$ cat src/rtl/data_link_pkg.sv
// Shared link constants and receiver state encoding,
// used by both the serializer and the receiver.
package data_link_pkg;

  typedef enum logic [1:0] {
    SEARCH,
    VERIFY,
    LOCKED
  } rx_state_t;

  localparam logic [7:0] DEFAULT_SYNC_WORD = 8'hBC;
  localparam int DEFAULT_FRAME_WORDS = 16;
  localparam int WORD_BITS = 8;

endpackage

$ cat src/rtl/data_rx_align_fsm.sv
// Alignment state machine: confirm/miss tracking, lock and strobes.
// DATA_RX_STATS_EN adds saturating error and lock-loss counters.
module data_rx_align_fsm
  import data_link_pkg::*;
#(
  parameter int SYNC_CONFIRM = 2,
  parameter int SYNC_LOSS = 3
) (
  input  logic      clk_400MHz,
  input  logic      reset,
  input  logic      is_sync,
  input  logic      word_done,
  input  logic      sync_slot,
  output rx_state_t state,
  output logic      locked,
  output logic      sync_seen,
  output logic      align_err
`ifdef DATA_RX_STATS_EN
  ,
  output logic [15:0] err_count,
  output logic [15:0] lock_loss_count
`endif
);

  localparam int CW = $clog2(SYNC_CONFIRM + 1);
  localparam int MW = $clog2(SYNC_LOSS + 1);

  logic [CW-1:0] confirm_cnt;
  logic [MW-1:0] miss_cnt;
  logic          slot_done;

  assign slot_done = word_done && sync_slot;

  always_ff @(posedge clk_400MHz or posedge reset) begin
    if (reset) begin
      state       <= SEARCH;
      confirm_cnt <= '0;
      miss_cnt    <= '0;
      locked      <= 1'b0;
      sync_seen   <= 1'b0;
      align_err   <= 1'b0;
`ifdef DATA_RX_STATS_EN
      err_count       <= '0;
      lock_loss_count <= '0;
`endif
    end else begin
      sync_seen <= 1'b0;
      align_err <= 1'b0;
      unique case (state)
        SEARCH: begin
          if (is_sync) begin
            state       <= VERIFY;
            confirm_cnt <= '0;
          end
        end
        VERIFY: begin
          if (slot_done && is_sync) begin
            sync_seen <= 1'b1;
            if (confirm_cnt + CW'(1) == CW'(SYNC_CONFIRM)) begin
              state    <= LOCKED;
              locked   <= 1'b1;
              miss_cnt <= '0;
            end else begin
              confirm_cnt <= confirm_cnt + CW'(1);
            end
          end else if (slot_done) begin
            align_err <= 1'b1;
            state     <= SEARCH;
`ifdef DATA_RX_STATS_EN
            if (err_count != '1) err_count <= err_count + 16'd1;
`endif
          end
        end
        LOCKED: begin
          if (slot_done && is_sync) begin
            sync_seen <= 1'b1;
            miss_cnt  <= '0;
          end else if (slot_done) begin
            align_err <= 1'b1;
`ifdef DATA_RX_STATS_EN
            if (err_count != '1) err_count <= err_count + 16'd1;
`endif
            // flywheel: keep alignment until too many misses in a row
            if (miss_cnt + MW'(1) == MW'(SYNC_LOSS)) begin
              state    <= SEARCH;
              locked   <= 1'b0;
              miss_cnt <= '0;
`ifdef DATA_RX_STATS_EN
              if (lock_loss_count != '1)
                lock_loss_count <= lock_loss_count + 16'd1;
`endif
            end else begin
              miss_cnt <= miss_cnt + MW'(1);
            end
          end
        end
        default: state <= SEARCH;
      endcase
    end
  end

endmodule

$ cat src/rtl/data_rx_deser.sv
// Serial-to-parallel receiver with sync-word frame alignment.
// Optional DATA_RX_STATS_EN exposes err_count / lock_loss_count.
module data_rx_deser
  import data_link_pkg::*;
#(
  parameter logic [7:0] SYNC_WORD = DEFAULT_SYNC_WORD,
  parameter int FRAME_WORDS = DEFAULT_FRAME_WORDS,
  parameter int SYNC_CONFIRM = 2,
  parameter int SYNC_LOSS = 3
) (
  input  logic       clk_400MHz,
  input  logic       reset,
  input  logic       data_in,
  output logic [7:0] data_out,
  output logic       data_valid,
  output logic       sync_seen,
  output logic       locked,
  output logic       align_err
`ifdef DATA_RX_STATS_EN
  ,
  output logic [15:0] err_count,
  output logic [15:0] lock_loss_count
`endif
);

  localparam int WCW = (FRAME_WORDS > 1) ? $clog2(FRAME_WORDS) : 1;

  // only 7 history bits are stored; cand supplies the newest one
  logic [6:0]     sr;
  logic [7:0]     cand;
  logic [2:0]     bit_cnt;
  logic [WCW-1:0] word_cnt;
  logic           is_sync;
  logic           word_done;
  logic           sync_slot;
  rx_state_t      state;

  assign cand      = {sr, data_in};
  assign is_sync   = cand == SYNC_WORD;
  assign sync_slot = word_cnt == '0;
  assign word_done = (state != SEARCH) &&
                     (bit_cnt == 3'(WORD_BITS - 1));

  always_ff @(posedge clk_400MHz or posedge reset) begin
    if (reset) begin
      sr         <= '0;
      bit_cnt    <= '0;
      word_cnt   <= '0;
      data_out   <= '0;
      data_valid <= 1'b0;
    end else begin
      sr         <= cand[6:0];
      data_valid <= 1'b0;
      if (state == SEARCH) begin
        if (is_sync) begin
          bit_cnt  <= '0;
          word_cnt <= WCW'(1);
        end
      end else begin
        bit_cnt <= bit_cnt + 3'd1;
        if (word_done) begin
          word_cnt <= (word_cnt == WCW'(FRAME_WORDS - 1)) ?
                      '0 : word_cnt + WCW'(1);
          if (state == LOCKED && !sync_slot) begin
            data_out   <= cand;
            data_valid <= 1'b1;
          end
        end
      end
    end
  end

  data_rx_align_fsm #(
    .SYNC_CONFIRM(SYNC_CONFIRM),
    .SYNC_LOSS(SYNC_LOSS)
  ) u_fsm (
    .clk_400MHz(clk_400MHz),
    .reset(reset),
    .is_sync(is_sync),
    .word_done(word_done),
    .sync_slot(sync_slot),
    .state(state),
    .locked(locked),
    .sync_seen(sync_seen),
    .align_err(align_err)
`ifdef DATA_RX_STATS_EN
    ,
    .err_count(err_count),
    .lock_loss_count(lock_loss_count)
`endif
  );

endmodule

$ cat config.mk
export PLATFORM = sky130hd
export DESIGN_NAME = data_rx_deser
export DESIGN_NICKNAME = d
export VERILOG_FILES = /design/src/rtl/data_link_pkg.sv /design/src/rtl/data_rx_align_fsm.sv /design/src/rtl/data_rx_deser.sv
export SDC_FILE = /design/constraint.sdc
export NUM_CORES = 1
export LEC_CHECK = 0
export CAP_MARGIN = 20
export CELL_PAD_IN_SITES_DETAIL_PLACEMENT = 1
export CELL_PAD_IN_SITES_GLOBAL_PLACEMENT = 1
export CORE_MARGIN = 8
export CORE_UTILIZATION = 48
export DETAILED_ROUTE_END_ITERATION = 16
export PLACE_DENSITY_LB_ADDON = 0.12
export SLEW_MARGIN = 5
export SYNTH_ARGS = -nofsm -noshare
export SYNTH_HDL_FRONTEND = slang
export SYNTH_HIERARCHICAL = 1
export SYNTH_SLANG_ARGS = --single-unit
$ cat constraint.sdc
create_clock -name clk_400MHz -period 5.7 [get_ports clk_400MHz]
set_input_delay 1.71 -clock clk_400MHz [delete_from_list [all_inputs] [get_ports clk_400MHz]]
set_output_delay 1.71 -clock clk_400MHz [all_outputs]
set_load 0.02 [all_outputs]
==> run summary <==
Mapped Nets: 138
worst slew pin tran: 0.870 ns
max cap viols: 0
TritonCTS buffer count: 5
setup_tns: 0 ns
hpwl dp: 2250 um
largest net degree at the start of global routing: 24
Routed WL per cell: 16.7 um
HP Start: sr[5]
max frequency: 295 MHz
hold buffers post-CTS: 0
Slew HR: 0.419
Async S/R FF share, synth: 1.00
RSZ-0062 raised after global routing: no
core area: 2980 sq um
Die H: 71.3 um
reg-to-reg critical path endpoint: u_fsm/state[0]
antenna-violating nets left: 0
Post-synth EDFFs: 0
first-pass GRT wire length: 5320 um
drt total wl: 3020 um
Clock Sinks: 32
synthesized instance count: 126
Area Growth Syn to Fin: 17.5%
Worst Hold Class: flip-flop to flip-flop
Register-to-Register Path Depth: 8
dominant cell type by area after synthesis: dfrtp_1
RR Startpoint: bit_cnt[0]
io pins: 15
initial antenna violation count: 0
Tcrit/Tclk final: 0.594
Required @ worst endpoint: 5.91 ns
share of cells above drive strength 1: 0.142
Yosys reg bits: 32
critical path endpoint category: flip-flop
Tot Pwr: 0.000599 W
Synthesis Warnings: 6
vias in the first global route: 1115
synth top area cells: dfrtp_1 55%, ha_1 7.7%, mux2_2 6.1%, o21ai_0 4.4%, nand2_1 3.3%
GRT Residual Overflow: 0
root buffer cell: clkbuf_4
Worst EP arrival: 3.59 ns
critical path peak fanout: 11
ys flop type: dfrtp_1
Starting Density: 0.493
die area: 5090 sq um
Hold Path Sink: sr[6]
Final Max Slew Viols: 0
post-synthesis sequential area ratio: 0.545
Unique masters post-synth: 34
gr usage total: 0.134
DRC: 0
Port Buffers: 14
Mapped Area: 1470 sq um
postcts setup bufs: 0
Clock Path Buffers: 2
die width: 71.3 um
Hold Fails Final Rpt: 0
most numerous cell in the Yosys netlist: dfrtp_1
H-tree levels: 2
Via Count: 1013
ant diodes: 0
Site Rows: 20
Final nets: 159
post-route clock skew: 0.0133 ns
Worst R2R Setup Slack: 3.43 ns
GP Congestion: 0.772
DRT Pass-1 Iters: 4
Clk pin slew, worst setup/hold paths: 0.10 ns
vias per inst: 5.60
P per Cell Area: 347 nW/um^2
CP Class: input pin to flip-flop
post-layout util: 0.580
top cells by count, synth: 32 x dfrtp_1, 13 x nand2_1, 13 x o21ai_0
CP Launch Type: input pin
LEAKAGE: 0.812 nW
placed inst area: 1650 sq um
CTS resizes: 0
Avg Inst Size Synth: 11.7 sq um
status: finished clean
Hold Path Depth: 0
Clk Latency, worst-skew pair: 0.33 ns
1st-iter DRT viols: 28
Final setup viols: 0
Worst VDD drop: 0.181 mV
post-synth top area share: 0.545
min Tclk post-route: 3.39 ns
CTS tree: done
fin area: 1730 sq um
routing by layer:
layer	global-route usage	vias to the layer above	routed length, um
met3	0.0446	6	114
met5	0	-	0
met2	0.221	10	1540
li1	-	486	-
met4	0.0808	0	55
met1	0.146	511	1320
registers in the layout, summed over array words and instances, names as in the netlist:
register and cells:
bit_cnt 3, u_fsm/state 2, u_fsm/align_err 1, u_fsm/locked 1, data_valid 1, u_fsm/sync_seen 1, data_out 8, u_fsm/confirm_cnt 2
word_cnt 4, u_fsm/miss_cnt 2, sr 7
worst max path at each step:
stage	startpoint	end	slack, ns	depth (start not counted)
2_1_floorplan	data_in	u_fsm/state[0]	2.69	6
3_3_place_gp	data_in	u_fsm/state[0]	2.08	7
3_5_place_dp	data_in	u_fsm/state[0]	1.93	7
4_1_cts	data_in	u_fsm/state[0]	2.30	7
5_1_grt	data_in	u_fsm/state[0]	2.13	7
6_report	data_in	u_fsm/state[0]	2.31	7
cells by family after synthesis:
family | after synthesis | share of synthesized area
buffers and inverters | 10 | 0.0256
AND/OR/NAND/NOR | 40 | 0.164
adder cells (fa/ha/maj) | 9 | 0.0767
AO/OA/AOI/OAI | 25 | 0.110
flip-flops | 32 | 0.545
multiplexers | 10 | 0.0784
placed cells by master (no fill, tap or decap), types with 4 or more instances in the layout:
| cell | instances |
|---|---|
| mux2_2 | 8 |
| clkdlybuf4s50_1 | 14 |
| clkbuf_4 | 5 |
| ha_1 | 9 |
| inv_1 | 10 |
| nor2_1 | 5 |
| nor2b_1 | 4 |
| nand2_1 | 13 |
| dfrtp_1 | 32 |
| o21ai_0 | 13 |
report_power, final:
group	internal, W	total (W)	switching (W)
clock network	0.0000920	0.000168	0.0000759
registers	0.000258	0.000298	0.0000397
logic	0.0000588	0.000133	0.0000743
layout make-up:
class	count	area, sq um
fill	319	1250
sequential	32	801
multi-input combinational	84	631
timing repair buffer	14	140
clock buffer	6	41.3
tap	33	41.3
inverter	10	37.5
clock inverter	2	35.0
critical path: stages:
cell	delay [ns]
clkdlybuf4s50_1	0.45
nand4bb_1	0.24
nor2_1	0.47
and4_1	0.28
a221oi_2	0.05
nand3_2	0.09
mux2_4	0.30
through the flow:
| step | worst slack, ns | hold WS, ns | cells |
|---|---|---|---|
| after global placement | 2.08 | 0.377 | 173 |
| after floorplan | 2.69 | 0.361 | 126 |
| after detailed placement | 1.93 | 0.395 | 173 |
| final | 2.31 | 0.422 | 181 |
| after CTS | 2.30 | 0.421 | 181 |
| after global routing | 2.13 | 0.435 | 181 |
Note: power is estimated with default switching activity, not from simulation.
